<file path="src/rtl/dma_copy_engine_if.sv">
// dma_copy_engine_if: data-memory bus between the copy engine (master) and the RAM/peripheral responder (slave)
interface dma_copy_engine_if #(
  parameter int ADDR_W = 32
);
  logic              bus_req_o;
  logic              bus_gnt_i;
  logic              bus_en_o;
  logic              bus_we_o;
  logic [ADDR_W-1:0] bus_addr_o;
  logic [31:0]       bus_wdata_o;
  logic [31:0]       bus_rdata_i;
  modport master (
    output bus_req_o, bus_en_o, bus_we_o, bus_addr_o, bus_wdata_o,
    input  bus_gnt_i, bus_rdata_i
  );
  modport slave (
    input  bus_req_o, bus_en_o, bus_we_o, bus_addr_o, bus_wdata_o,
    output bus_gnt_i, bus_rdata_i
  );
endinterface

</file>
<file path="src/rtl/dma_copy_engine.sv">
// dma_copy_engine: word-granular block-copy bus initiator; define DMA_IRQ_EN to enable the sticky completion interrupt irq_o
module dma_copy_engine #(
  parameter int                ADDR_W      = 32,
  parameter int                LEN_W       = 10,
  parameter logic [ADDR_W-1:0] PERIPH_BASE = 32'h40000000
) (
  input  logic              clk,
  input  logic              rst_n,
  input  logic              start_i,
  input  logic [ADDR_W-1:0] src_addr_i,
  input  logic [ADDR_W-1:0] dst_addr_i,
  input  logic [LEN_W-1:0]  len_i,
  input  logic              abort_i,
  input  logic              irq_clr_i,
  dma_copy_engine_if.master bus,
  output logic              busy_o,
  output logic              done_o,
  output logic              err_o,
  output logic              irq_o
);
  typedef enum logic [2:0] {IDLE, REQ, RD, WR, FIN} state_t;
  state_t            state_q, state_d;
  logic [ADDR_W-1:0] src_q, src_d, dst_q, dst_d;
  logic [LEN_W-1:0]  cnt_q, cnt_d;
  logic [31:0]       data_q, data_d;
  logic              err_q, err_d, abort_q, abort_d;
  logic [ADDR_W:0]   len_bytes, src_end, dst_end, base_ext;
  logic              misaligned, out_of_range, bad_cmd, in_xfer;
  assign len_bytes    = {{(ADDR_W-LEN_W-1){1'b0}}, len_i, 2'b00};
  assign src_end      = {1'b0, src_addr_i} + len_bytes;
  assign dst_end      = {1'b0, dst_addr_i} + len_bytes;
  assign base_ext     = {1'b0, PERIPH_BASE};
  assign misaligned   = |src_addr_i[1:0] | |dst_addr_i[1:0];
  // last byte addr+4len-1 reaches the peripheral window exactly when the exclusive end exceeds the base
  assign out_of_range = (len_i != '0) && ((src_end > base_ext) || (dst_end > base_ext));
  assign bad_cmd      = misaligned | out_of_range;
  assign in_xfer      = (state_q == REQ) || (state_q == RD) || (state_q == WR);
  assign err_o        = err_q;
  // next-state, datapath updates and bus/status outputs
  always_comb begin
    state_d          = state_q;
    src_d            = src_q;
    dst_d            = dst_q;
    cnt_d            = cnt_q;
    data_d           = data_q;
    err_d            = err_q | (in_xfer & abort_i);
    abort_d          = abort_q | (in_xfer & abort_i);
    bus.bus_req_o    = 1'b0;
    bus.bus_en_o     = 1'b0;
    bus.bus_we_o     = 1'b0;
    bus.bus_addr_o   = '0;
    bus.bus_wdata_o  = '0;
    busy_o           = state_q != IDLE;
    done_o           = state_q == FIN;
    case (state_q)
      IDLE: begin
        if (start_i) begin
          src_d   = src_addr_i;
          dst_d   = dst_addr_i;
          cnt_d   = len_i;
          err_d   = bad_cmd;
          abort_d = 1'b0;
          state_d = (bad_cmd || len_i == '0) ? FIN : REQ;
        end
      end
      REQ: begin
        bus.bus_req_o = 1'b1;
        state_d       = (abort_i || abort_q) ? FIN : bus.bus_gnt_i ? RD : REQ;
      end
      RD: begin
        bus.bus_req_o  = 1'b1;
        bus.bus_en_o   = bus.bus_gnt_i;
        bus.bus_addr_o = bus.bus_gnt_i ? src_q : '0;
        if (bus.bus_gnt_i) begin
          data_d  = bus.bus_rdata_i;
          state_d = WR;
        end
      end
      WR: begin
        bus.bus_req_o   = 1'b1;
        bus.bus_en_o    = bus.bus_gnt_i;
        bus.bus_we_o    = bus.bus_gnt_i;
        bus.bus_addr_o  = bus.bus_gnt_i ? dst_q : '0;
        bus.bus_wdata_o = bus.bus_gnt_i ? data_q : '0;
        if (bus.bus_gnt_i) begin
          src_d   = src_q + ADDR_W'(4);
          dst_d   = dst_q + ADDR_W'(4);
          cnt_d   = cnt_q - LEN_W'(1);
          state_d = (cnt_q == LEN_W'(1) || abort_q || abort_i) ? FIN : RD;
        end
      end
      FIN:     state_d = IDLE;
      default: state_d = IDLE;
    endcase
  end
  // state, pointers, counter, data and status registers
  always_ff @(posedge clk) begin
    if (!rst_n) begin
      state_q <= IDLE;
      src_q   <= '0;
      dst_q   <= '0;
      cnt_q   <= '0;
      data_q  <= '0;
      err_q   <= 1'b0;
      abort_q <= 1'b0;
    end else begin
      state_q <= state_d;
      src_q   <= src_d;
      dst_q   <= dst_d;
      cnt_q   <= cnt_d;
      data_q  <= data_d;
      err_q   <= err_d;
      abort_q <= abort_d;
    end
  end
`ifdef DMA_IRQ_EN
  logic irq_q, irq_d;
  // sticky interrupt: set on completion, cleared by irq_clr_i, set wins a tie
  always_comb irq_d = (state_q == FIN) | (irq_q & ~irq_clr_i);
  // interrupt register
  always_ff @(posedge clk) irq_q <= rst_n ? irq_d : 1'b0;
  assign irq_o = irq_q | (state_q == FIN);
`else
  logic unused_irq_clr;
  assign unused_irq_clr = irq_clr_i;
  assign irq_o          = 1'b0;
`endif
endmodule

</file>
<file path="src/flat_wrapper.sv">
// flat-port wrapper written by rule: the top's interface ports become plain ports
module dma_copy_engine_flat 
#(
  parameter int                ADDR_W      = 32,
  parameter int                LEN_W       = 10,
  parameter logic [ADDR_W-1:0] PERIPH_BASE = 32'h40000000
)
  (clk, rst_n, start_i, src_addr_i, dst_addr_i, len_i, abort_i, irq_clr_i, busy_o, done_o, err_o, irq_o, bus_bus_req_o, bus_bus_en_o, bus_bus_we_o, bus_bus_addr_o, bus_bus_wdata_o, bus_bus_gnt_i, bus_bus_rdata_i);
  dma_copy_engine_if #(.ADDR_W(ADDR_W)) bus_i ();
  input  logic clk;
  input  logic rst_n;
  input  logic start_i;
  input  logic [ADDR_W-1:0] src_addr_i;
  input  logic [ADDR_W-1:0] dst_addr_i;
  input  logic [LEN_W-1:0] len_i;
  input  logic abort_i;
  input  logic irq_clr_i;
  output logic busy_o;
  output logic done_o;
  output logic err_o;
  output logic irq_o;
  output wire logic [$bits(bus_i.bus_req_o)-1:0] bus_bus_req_o;
  output wire logic [$bits(bus_i.bus_en_o)-1:0] bus_bus_en_o;
  output wire logic [$bits(bus_i.bus_we_o)-1:0] bus_bus_we_o;
  output wire logic [$bits(bus_i.bus_addr_o)-1:0] bus_bus_addr_o;
  output wire logic [$bits(bus_i.bus_wdata_o)-1:0] bus_bus_wdata_o;
  input wire logic [$bits(bus_i.bus_gnt_i)-1:0] bus_bus_gnt_i;
  input wire logic [$bits(bus_i.bus_rdata_i)-1:0] bus_bus_rdata_i;
  assign bus_bus_req_o = bus_i.bus_req_o;
  assign bus_bus_en_o = bus_i.bus_en_o;
  assign bus_bus_we_o = bus_i.bus_we_o;
  assign bus_bus_addr_o = bus_i.bus_addr_o;
  assign bus_bus_wdata_o = bus_i.bus_wdata_o;
  assign bus_i.bus_gnt_i = bus_bus_gnt_i;
  assign bus_i.bus_rdata_i = bus_bus_rdata_i;
  dma_copy_engine #(.ADDR_W(ADDR_W), .LEN_W(LEN_W), .PERIPH_BASE(PERIPH_BASE)) u_core (.clk(clk), .rst_n(rst_n), .start_i(start_i), .src_addr_i(src_addr_i), .dst_addr_i(dst_addr_i), .len_i(len_i), .abort_i(abort_i), .irq_clr_i(irq_clr_i), .bus(bus_i), .busy_o(busy_o), .done_o(done_o), .err_o(err_o), .irq_o(irq_o));
endmodule
</file>
<file path="config.mk">
export PLATFORM = sky130hd
export DESIGN_NAME = dma_copy_engine_flat
export DESIGN_NICKNAME = d
export VERILOG_FILES = /design/src/rtl/dma_copy_engine_if.sv /design/src/rtl/dma_copy_engine.sv /design/src/flat_wrapper.sv
export SDC_FILE = /design/constraint.sdc
export NUM_CORES = 1
export LEC_CHECK = 0
export ABC_AREA = 1
export CAP_MARGIN = 25
export CORE_MARGIN = 4
export CORE_UTILIZATION = 45
export DETAILED_ROUTE_END_ITERATION = 12
export MAX_ROUTING_LAYER = met4
export PLACE_DENSITY = 0.73
export SLEW_MARGIN = 20
export SYNTH_ARGS = -nofsm -noshare
export SYNTH_HDL_FRONTEND = slang
export SYNTH_SLANG_ARGS = --single-unit
</file>
<file path="constraint.sdc">
create_clock -name clk -period 2.85 [get_ports clk]
set_clock_uncertainty 0.2 [all_clocks]
set_input_delay 0.4275 -clock clk [delete_from_list [all_inputs] [get_ports clk]]
set_output_delay 0.4275 -clock clk [all_outputs]
set_load 0.02 [all_outputs]
</file>
==> results.yml, run 1 <==
status:
  status: "complete, no violations"
sta:
  fin_crit_ns: 2.82
  setup_violations: 0
  fmax_ghz: 0.355
  grt_setup_unrepaired: "yes"
  crit_share_post_route: 0.988
  hold_viol_final: 0
  worstMarginPinSlew_ns: 0.619
  timing.slew.headroom: 0.587
  finalHoldWorstSlack_ns: 0.152
  final_max_slew_viol_count: 0
finish:
  layout.area.seq_sq_mm: 0.00222
  layout_common_cells: "sky130_fd_sc_hd__nand2_1, sky130_fd_sc_hd__inv_1, sky130_fd_sc_hd__buf_4"
  nNetsFinal: 2080
  antenna-diode-count: 0
  n_fill_cell: 1926
  final_cell_area_sq_mm: 0.0137
  layout-drive-gt1-share: 0.203
  final_common_cell: "sky130_fd_sc_hd__nand2_1"
  areaGrowthSynthToFinish_pct: 43.5
  multi_input_area_sq_mm: 0.00686
floorplan:
  io-pin-count: 183
  dieHeight_um: 154
  floorplan.initialDensity: 0.456
  number_of_placement_rows: 53
  die_width_um: 154
  floorplan.core_area_sq_mm: 0.0210
  design.die.area_sq_mm: 0.0236
drt:
  dr_iter_0_viols: 1233
  route.antenna.remaining_nets: 0
  detailedRoute.firstPassIterationCount: 5
  remaining_drc_errors: 0
  postRouteWirelength_um: 35500
  route.vias.total: 12000
  detail_route.vias_per_cell: 5.42
  avgRoutedWirePerCell_um: 16.0
worst_setup_path:
  cp-start-kind: "input port"
  worstPathBufferInverterCount: 3
  timing.critical_path.to_type: "flop"
  crit_top_cell: "sky130_fd_sc_hd__nand2_1"
  cp_class: "input port to flop"
  worstPathCellList: "dlygate4sd2_1 > ha_4 > nand2_1 > inv_2 > nand2_2 > nor3_4 > nand2_2 > buf_4 > nand3_1 > nand2_1 > nor2_1 > nand3_1 > nor2_2 > nand3_1 > nand2_1 > nand4_1 > o21bai_1 > nand2_1 > a21oi_2"
  critical-path-top-delay-family: "simple AND/OR/NAND/NOR gates"
  maximum_single_stage_delay_on_the_critical_path_ns: 0.32
  worst_ep_arrival_ns: 2.92
  crit_required_ns: 2.95
  worstSetupPathDepth: 19
  timing.reg2reg.setup_slack_ns: 0.15
  r2r.worst_path.cells: 15
  cell_with_the_biggest_individual_delay_on_the_critical_path: "sky130_fd_sc_hd__ha_4"
  worstPathMaxFanout: 4
synthesis:
  synth.net_count: 1758
  async_reset_ff_frac: 0
  post_synth_num_cell_types: 51
  ffs_latches_synth: 111
  synth-main-ff-cell: "sky130_fd_sc_hd__dfxtp_1"
  ys_seq_area_frac: 0.233
  synth_warn: 0
  fraction_of_synthesized_cell_area_taken_by_the_top_area_cell_type: 0.233
  synth.largest_area_cell: "sky130_fd_sc_hd__dfxtp_1"
  synth.top_cells.by_area: "sky130_fd_sc_hd__dfxtp_1, sky130_fd_sc_hd__nand2_1, sky130_fd_sc_hd__nor2_1, sky130_fd_sc_hd__inv_1, sky130_fd_sc_hd__a21oi_1"
  synth-edff-count: 0
  post_synth_instance_area_sq_mm: 0.00955
  synth_area_per_cell_sq_um: 5.89
  synthCells: 1620
placement:
  numPortBuffers: 180
  post-dp-hpwl_um: 26700
  finalWeightedCongestion: 1.03
  placed_area_sq_mm: 0.0129
cts:
  tritoncts: "yes"
  cts-buffers-inserted: 9
  postCtsHoldBufs: 0
  cts_buffer_depth: 2
  cts_sink_count: 111
  root_buffer: "sky130_fd_sc_hd__clkbuf_16"
  cts.clk_slew.worst_paths_ns: 0.07
  htree_num_levels: 3
  clock_latency_ns: 0.37
grt:
  grt_pass1_wl_um: 56400
  grt_start_max_net_pins: 90
  grt.overflow.total: 0
  antenna_violations_before_repair: 0
  gr-usage-all-layers: 0.295
  number_of_global_route_vias_before_repair: 11300
job:
  max_capacitance_violation_total: 0
hold_path:
  hold_path.class: "input port to flop"
  min_path_cells: 3
power_and_ir_drop:
  p_leak_nw: 6.61
  powerDensity_mw_per_mm2: 323
  irDropWorstVdd_uv: 242
## what timing repair did
action,4_1_cts,5_1_grt
pin swaps,3,38
buffers inserted,1,6
setup endpoints to repair,65,45
resized for setup,133,154
## worst reg2reg max path, cell delays in order (launching register included)
cell and delay [ns]:
sky130_fd_sc_hd__dfxtp_2 0.36, sky130_fd_sc_hd__ha_2 0.19, sky130_fd_sc_hd__nand2_1 0.10, sky130_fd_sc_hd__nor2_2 0.13, sky130_fd_sc_hd__nand2_1 0.12, sky130_fd_sc_hd__nor2_4 0.12, sky130_fd_sc_hd__nand2_2 0.08, sky130_fd_sc_hd__nor2_4 0.15
sky130_fd_sc_hd__nand4_4 0.12, sky130_fd_sc_hd__nor3_4 0.22, sky130_fd_sc_hd__nand2_2 0.12, sky130_fd_sc_hd__nor3_4 0.16, sky130_fd_sc_hd__nand4_1 0.12, sky130_fd_sc_hd__xor2_1 0.17, sky130_fd_sc_hd__o21ai_1 0.14, sky130_fd_sc_hd__a21oi_1 0.08
## cell usage after synthesis (3+ instances only)
cell type and n:
sky130_fd_sc_hd__inv_1 193, sky130_fd_sc_hd__nand4_1 33, sky130_fd_sc_hd__a21oi_1 118, sky130_fd_sc_hd__xnor2_1 7, sky130_fd_sc_hd__o21ai_0 94, sky130_fd_sc_hd__inv_2 6, sky130_fd_sc_hd__nor2_2 15, sky130_fd_sc_hd__buf_4 3
sky130_fd_sc_hd__ha_1 24, sky130_fd_sc_hd__nand3_2 7, sky130_fd_sc_hd__buf_1 5, sky130_fd_sc_hd__nor3_1 22, sky130_fd_sc_hd__nor4_1 9, sky130_fd_sc_hd__o22ai_1 20, sky130_fd_sc_hd__dfxtp_1 111, sky130_fd_sc_hd__nand2_2 7
sky130_fd_sc_hd__or2_2 5, sky130_fd_sc_hd__nand2_1 434, sky130_fd_sc_hd__nand3b_1 3, sky130_fd_sc_hd__nor2_1 201, sky130_fd_sc_hd__and2_1 3, sky130_fd_sc_hd__clkbuf_1 48, sky130_fd_sc_hd__xor2_1 44, sky130_fd_sc_hd__nor3_2 5
sky130_fd_sc_hd__nand3_1 111, sky130_fd_sc_hd__buf_2 5, sky130_fd_sc_hd__a211oi_1 12, sky130_fd_sc_hd__a31oi_1 8, sky130_fd_sc_hd__a221oi_1 11, sky130_fd_sc_hd__o21ai_1 9, sky130_fd_sc_hd__or2_1 3, sky130_fd_sc_hd__nor2_4 8
sky130_fd_sc_hd__a22o_1 10
## state kept, by name (all words and copies together) (netlist names)
signal,flops
u_core.data_q,32
u_core.dst_q,32
u_core.src_q,32
u_core.cnt_q,10
u_core.state_q,3
u_core.abort_q,1
u_core.err_o,1
## metal layers
metal / GRT usage / wire length (um) / up-vias / share of wire
met5: - / 0 / - / 0
met4: 0.108 / 1420 / 0 / 0.040
met3: 0.0284 / 2140 / 103 / 0.060
met2: 0.488 / 16900 / 464 / 0.48
met1: 0.374 / 15100 / 5511 / 0.42
li1: - / - / 5955 / -
## cell type report
type                    instances  share of cell area
inverters                     200              0.0551
multi-input cells            1247               0.501
clock inverters                 7             0.00530
repair buffers                373               0.235
clock buffers                   9              0.0164
well taps                     275              0.0251
flip-flops and latches        111               0.162
## where the power goes
group	switching [mW]	internal, mW
logic	0.765	0.624
clock network	0.669	0.621
registers	0.102	1.64
total	1.54	2.88
## logic make-up after synthesis
kind of cell    count (synthesis)  synth area share
compound gates                295             0.174
xor+xnor                       51            0.0468
fa+ha+maj                      26            0.0357
buf+inv                       262             0.106
flops                         111             0.233
other cells                     1          0.000393
simple gates                  874             0.405
## path summary, 6_finish.rpt
path / startpoint / to
max: dst_addr_i[11] / u_core.state_q[0]
min: dst_addr_i[2] / u_core.dst_q[2]
max reg2reg: u_core.src_q[2] / u_core.src_q[30]
min reg2reg: u_core.dst_q[30] / u_core.dst_q[30]
## through the flow
stage | instances | util | setup WS (ns) | TNS [ns] | power [mW]
after floorplan | 1620 | - | 0.104 | 0 | 2.40
after global placement | 2199 | 0.615 | -0.701 | -4.98 | 3.00
after detailed placement | 2199 | 0.615 | -0.756 | -5.42 | 3.02
after CTS | 2216 | 0.638 | -0.0357 | -0.0357 | 4.35
after global routing | 2222 | 0.654 | -0.177 | -0.319 | 4.64
final | 2222 | 0.654 | 0.0339 | 0 | 4.42
Power figures use the tool's default switching activity.
==> run 2, diff against run 1 <==
==> constraint.sdc (replaced) <==
create_clock -name clk -period 2.3 [get_ports clk]
set_clock_uncertainty 0.2 [all_clocks]
set_input_delay 0.345 -clock clk [delete_from_list [all_inputs] [get_ports clk]]
set_output_delay 0.345 -clock clk [all_outputs]
set_load 0.02 [all_outputs]
==> run 2 against run 1 <==
Net effect: the flow now finishes with violations (setup timing); count of clock-buffer cells in the layout stayed put; cell area is 18% higher; register-to-register slack lost 0.48 ns; critical path type is now flop to flop; clock power rose by 30%; highest routed layer unchanged; sequential power increased by 25%; largest power group unchanged; non-clock buffer count grew 172; critical endpoint is now u_core.src_q[30]; flip-flop and latch count unchanged; hold slack got worse by 0.13 ns; global-route usage up 4.3 points.
==> results.yml, run 2 (synthesis gave the netlist of run 1 again) <==
finish:
  areaGrowthSynthToFinish_pct: 69.6
  reg_top3: "u_core.data_q: 32 flops, u_core.dst_q: 32 flops, u_core.src_q: 32 flops"
  layout_common_cells: "sky130_fd_sc_hd__nand2_1, sky130_fd_sc_hd__buf_4, sky130_fd_sc_hd__inv_1"
  nNetsFinal: 2252
  final_util: 0.772
  final_common_cell: "sky130_fd_sc_hd__nand2_1"
  layout-drive-gt1-share: 0.361
  finish.cell_count_without_fillers: 2394
  final_cell_area_sq_mm: 0.0162
  antenna-diode-count: 0
placement:
  placedCellCount: 2303
  finalWeightedCongestion: 0.980
  numPortBuffers: 180
  placed_area_sq_mm: 0.0138
  place_worst_setup_slack_ns: -1.24
  post-dp-hpwl_um: 28400
grt:
  grt_start_max_net_pins: 55
  antenna_violations_before_repair: 0
  grt_pass1_wl_um: 64200
  gr-usage-all-layers: 0.338
  grt.overflow.total: 0
  number_of_global_route_vias_before_repair: 12800
power_and_ir_drop:
  p_leak_nw: 7.46
  seqPwrFrac: 0.364
  power.switching_fraction: 0.366
  clockPowerShare: 0.282
  internal_power_of_the_cells_mw: 3.77
  irDropWorstVdd_uv: 483
  powerDensity_mw_per_mm2: 368
  fin_total_pwr_mw: 5.95
  power.share.combinational: 0.354
  p_switching_mw: 2.18
cts:
  tritoncts: "yes"
  cts-buffers-inserted: 9
  postCtsHoldBufs: 0
  cts_buffer_depth: 2
  root_buffer: "sky130_fd_sc_hd__clkbuf_16"
  cts_sink_count: 111
  htree_num_levels: 3
  clock_latency_ns: 0.38
  cts.clk_slew.worst_paths_ns: 0.09
sta:
  hold_viol_final: 0
  final.setup.worst_slack_ns: -0.334
  grt_setup_unrepaired: "yes"
  crit_share_post_route: 1.15
  timing.slew.headroom: 0.571
  worstMarginPinSlew_ns: 0.643
  finalHoldWorstSlack_ns: 0.0234
  final_max_slew_viol_count: 0
  final.setup.tns_ns: -12.49
  fin_crit_ns: 2.63
  setup_violations: 89
  fmax_ghz: 0.380
drt:
  avgRoutedWirePerCell_um: 18.1
  postRouteWirelength_um: 43400
  detailedRoute.firstPassIterationCount: 5
  route.antenna.remaining_nets: 0
  dr_iter_0_viols: 1183
  detail_route.vias_per_cell: 5.62
  route.vias.total: 13400
  remaining_drc_errors: 0
floorplan:
  io-pin-count: 183
  die_width_um: 154
  dieHeight_um: 154
  floorplan.core_area_sq_mm: 0.0210
  floorplan.initialDensity: 0.456
  design.die.area_sq_mm: 0.0236
  number_of_placement_rows: 53
status:
  status: "complete, but fails checks"
  failed_checks: "setup timing"
worst_setup_path:
  maximum_single_stage_delay_on_the_critical_path_ns: 0.37
  cp_class: "flop to flop"
  timing.critical_path.to_type: "flop"
  worstPathCellList: "ha_4 > nand2_4 > nor2_4 > nand2_2 > nor2_4 > nand2_2 > nor2_4 > nand4_4 > nor3_4 > nand2_2 > nor3_4 > nand4_1 > xor2_1 > o21ai_1 > a21oi_1"
  worstPathMaxFanout: 3
  crit_required_ns: 2.36
  cell_with_the_biggest_individual_delay_on_the_critical_path: "sky130_fd_sc_hd__dfxtp_2"
  worst_ep_arrival_ns: 2.70
  cp-start-kind: "flop"
job:
  max_capacitance_violation_total: 0
hold_path:
  hold_path.class: "input port to flop"
run 2: changes by cell type in the layout (fill, tap and decap cells not counted), moves of 15 or more:
cell / before / now
sky130_fd_sc_hd__buf_4: 189 / 346
sky130_fd_sc_hd__buf_6: 0 / 60
sky130_fd_sc_hd__nand2_1: 410 / 377
sky130_fd_sc_hd__dlymetal6s2s_1: 32 / 3
sky130_fd_sc_hd__nor2_1: 180 / 157
sky130_fd_sc_hd__nand3_1: 96 / 77
sky130_fd_sc_hd__nand2_2: 29 / 47
sky130_fd_sc_hd__o21ai_0: 92 / 74
sky130_fd_sc_hd__nor2_4: 12 / 28
sky130_fd_sc_hd__o22ai_1: 18 / 2
sky130_fd_sc_hd__clkdlybuf4s50_1: 80 / 65
sky130_fd_sc_hd__nand2_4: 2 / 17
run 2: worst max-delay path: cells and delay by family, from the launching register on:
family,cells,cell delay [ns]
xor+xnor,1,0.17
flops,1,0.37
simple gates,11,1.41
fa+ha+maj,1,0.17
compound gates,2,0.20
run 2: layout make-up:
class                   instances  area [sq um]
well taps                     275           344
flip-flops and latches        111          2230
clock buffers                   9           225
repair buffers                545          4760
clock inverters                 7          77.6
fillers                      1502          4770
inverters                     200           773
multi-input cells            1247          7770
run 2: metal layers:
| layer | vias to the layer above | wire [um] | global-route usage |
|---|---|---|---|
| met1 | 6247 | 17000 | 0.414 |
| met3 | 185 | 3730 | 0.0501 |
| met2 | 741 | 20400 | 0.566 |
| met4 | 0 | 2280 | 0.125 |
| li1 | 6276 | - | - |
| met5 | - | 0 | - |
run 2: path summary, 6_finish.rpt:
path | startpoint | to | slack (ns) | cells past startpoint
worst min register to register | u_core.src_q[30] | u_core.src_q[30] | 0.27 | 2
worst max-delay path | u_core.src_q[3] | u_core.src_q[30] | -0.33 | 15
worst max register to register | u_core.src_q[3] | u_core.src_q[30] | -0.33 | 15
worst min-delay path | src_addr_i[2] | u_core.src_q[2] | 0.02 | 3
run 2: power by group through the flow:
stage | Combinational (mW) | Clock (mW) | Sequential [mW]
floorplan | 0.826 | 0 | 2.17
global placement | 1.73 | 0 | 2.18
detailed placement | 1.75 | 0 | 2.18
CTS | 1.94 | 1.66 | 2.15
global route | 2.26 | 1.74 | 2.17
finish | 2.11 | 1.68 | 2.17
run 2: repair_timing:
action	CTS	global route
resized for setup	661	172
gates cloned	3	1
buffers inserted	43	31
hold endpoints to repair	0	0
setup endpoints to repair	95	137
pin swaps	93	69
==> run 3, diff against run 2 <==
--- a/config.mk
+++ b/config.mk
@@ -10,6 +10,7 @@
 export CORE_MARGIN = 4
 export CORE_UTILIZATION = 45
 export DETAILED_ROUTE_END_ITERATION = 12
+export GPL_TIMING_DRIVEN = 0
 export MAX_ROUTING_LAYER = met4
 export PLACE_DENSITY = 0.73
 export SLEW_MARGIN = 20
==> constraint.sdc (replaced) <==
create_clock -name clk -period 2.4 [get_ports clk]
set_clock_uncertainty 0.2 [all_clocks]
set_input_delay 0.36 -clock clk [delete_from_list [all_inputs] [get_ports clk]]
set_output_delay 0.36 -clock clk [all_outputs]
set_load 0.02 [all_outputs]
==> run 3 against run 2 <==
Net effect: sequential power fell by 4%; the run still ends with setup timing left; combinational power fell by 17%; critical path depth rose by 4; die area did not move; flip-flop and latch count did not move; global-route usage rose by 0.41 points; clock power fell by 7%; total power fell by 9.1%; routed wire length barely moved; cell area fell by 7.6%; sequential share of layout area rose by 1.2 points; register-to-register slack improved by 0.12 ns.
==> results.yml, run 3 (synthesis gave the netlist of run 1 again) <==
status:
  status: "complete, but fails checks"
  failed_checks: "setup timing"
worst_setup_path:
  worstPathMaxFanout: 4
  maximum_single_stage_delay_on_the_critical_path_ns: 0.36
  crit_top_cell: "sky130_fd_sc_hd__nand2_1"
  cell_with_the_biggest_individual_delay_on_the_critical_path: "sky130_fd_sc_hd__ha_4"
  cp_class: "input port to flop"
  cp-start-kind: "input port"
  crit_required_ns: 2.50
  worstPathCellList: "clkdlybuf4s15_1 > ha_4 > nand2_1 > nand2_2 > inv_2 > buf_4 > nand2_4 > nand3_2 > nand3_2 > nand2_1 > nor2_2 > nand2_1 > nor2_2 > nand3_2 > nand2_2 > nand4_1 > o21bai_1 > nand2_1 > a21oi_2"
  worst_ep_arrival_ns: 2.86
  timing.critical_path.to_type: "flop"
placement:
  post-dp-hpwl_um: 29500
  finalWeightedCongestion: 1.02
  placed_area_sq_mm: 0.0117
  numPortBuffers: 179
  place_worst_setup_slack_ns: -1.37
sta:
  finalHoldWorstSlack_ns: 0.0565
  setup_violations: 88
  grt_setup_unrepaired: "yes"
  fmax_ghz: 0.364
  crit_share_post_route: 1.15
  final.setup.worst_slack_ns: -0.351
  hold_viol_final: 0
  final_max_slew_viol_count: 0
  final.setup.tns_ns: -10.43
  worstMarginPinSlew_ns: 0.879
  timing.slew.headroom: 0.414
  fin_crit_ns: 2.75
grt:
  grt.overflow.total: 0
  gr-usage-all-layers: 0.342
  grt_start_max_net_pins: 22
  antenna_violations_before_repair: 0
  number_of_global_route_vias_before_repair: 12000
  grt_pass1_wl_um: 63200
power_and_ir_drop:
  irDropWorstVdd_uv: 387
  clockPowerShare: 0.290
  power.share.combinational: 0.323
  seqPwrFrac: 0.387
  internal_power_of_the_cells_mw: 3.38
  power.switching_fraction: 0.375
  p_switching_mw: 2.03
  p_leak_nw: 6.62
  powerDensity_mw_per_mm2: 362
floorplan:
  io-pin-count: 183
  floorplan.core_area_sq_mm: 0.0210
  design.die.area_sq_mm: 0.0236
  die_width_um: 154
  floorplan.initialDensity: 0.456
  dieHeight_um: 154
  number_of_placement_rows: 53
job:
  max_capacitance_violation_total: 0
cts:
  htree_num_levels: 3
  cts_buffer_depth: 2
  root_buffer: "sky130_fd_sc_hd__clkbuf_16"
  cts-buffers-inserted: 9
  cts_sink_count: 111
  cts.clk_slew.worst_paths_ns: 0.08
  clock_latency_ns: 0.38
  tritoncts: "yes"
finish:
  layout_common_cells: "sky130_fd_sc_hd__nand2_1, sky130_fd_sc_hd__inv_1, sky130_fd_sc_hd__nor2_1, sky130_fd_sc_hd__buf_4, sky130_fd_sc_hd__a21oi_1"
  antenna-diode-count: 0
  n_fill_cell: 1690
  nNetsFinal: 2069
  final_util: 0.713
  final_cell_area_sq_mm: 0.0149
  areaGrowthSynthToFinish_pct: 56.6
  final_common_cell: "sky130_fd_sc_hd__nand2_1"
  layout-drive-gt1-share: 0.307
  reg_top3: "u_core.data_q: 32 flops, u_core.dst_q: 32 flops, u_core.src_q: 32 flops"
hold_path:
  hold_path.class: "input port to flop"
drt:
  dr_iter_0_viols: 1578
  avgRoutedWirePerCell_um: 19.6
  postRouteWirelength_um: 43400
  detail_route.vias_per_cell: 5.80
  detailedRoute.firstPassIterationCount: 7
  remaining_drc_errors: 0
  route.vias.total: 12800
  route.antenna.remaining_nets: 0
[run 3: cell count changes in the layout (fill, tap and decap cells not counted), moves of 8 or more]
cell and change:
sky130_fd_sc_hd__buf_4 -219, sky130_fd_sc_hd__clkbuf_1 +27, sky130_fd_sc_hd__clkbuf_16 +8, sky130_fd_sc_hd__clkdlybuf4s50_1 -17
sky130_fd_sc_hd__dlymetal6s2s_1 +12, sky130_fd_sc_hd__nand2_1 -10, sky130_fd_sc_hd__nand2_2 +8, sky130_fd_sc_hd__nor2_1 -30
sky130_fd_sc_hd__nor2_4 +25
[run 3: area by class of cell]
cell class | instances | area [sq um] | share of cell area
clock inverter | 7 | 70.1 | 0.00469
buffer | 61 | 508 | 0.0340
inverter | 200 | 758 | 0.0507
timing repair buffer | 301 | 2800 | 0.187
clock buffer | 9 | 225 | 0.0151
tap | 275 | 344 | 0.0230
multi-input combinational | 1247 | 8000 | 0.535
sequential | 111 | 2240 | 0.150
[run 3: repair_timing]
action,in CTS,in global routing
buffers inserted,78,42
pin swaps,84,101
hold buffers,0,0
endpoints found under the setup margin,138,140
gates cloned,3,0
resized for setup,809,196
[run 3: per-stage QoR]
| step | power (mW) | instances |
|---|---|---|
| 6_report | 5.41 | 2211 |
| 5_1_grt | 5.61 | 2211 |
| 4_1_cts | 5.14 | 2171 |
| 3_5_place_dp | 3.40 | 2074 |
| 3_3_place_gp | 3.38 | 2074 |
| 2_1_floorplan | 2.86 | 1620 |
[run 3: power groups by stage]
stage | clock [mW] | sequential [mW] | combinational (mW)
floorplan | 0 | 2.08 | 0.784
global placement | 0 | 2.11 | 1.27
detailed placement | 0 | 2.11 | 1.29
CTS | 1.55 | 2.07 | 1.51
global route | 1.63 | 2.10 | 1.87
finish | 1.57 | 2.09 | 1.75
[run 3: layer usage]
metal  GRT usage  vias to the layer above  wire length [um]
met3      0.0442                      205              3560
met5           -                        -                 0
met2       0.554                      765             20500
li1            -                     5924                 -
met4       0.196                        0              2960
met1       0.410                     5928             16500
[run 3: path summary, 6_finish.rpt]
check / from / end / slack [ns] / cells past startpoint
worst min-delay path: dst_addr_i[2] / u_core.dst_q[2] / 0.06 / 3
worst min register to register: u_core.src_q[30] / u_core.src_q[30] / 0.27 / 2
worst max register to register: u_core.src_q[3] / u_core.src_q[31] / -0.21 / 15
worst max-delay path: dst_addr_i[7] / u_core.state_q[0] / -0.35 / 19
[run 3: critical path: cells and delay by family]
kind	cells	cell delay (ns)
compound gates	2	0.32
fa+ha+maj	1	0.36
buf+inv	3	0.45
simple gates	13	1.37
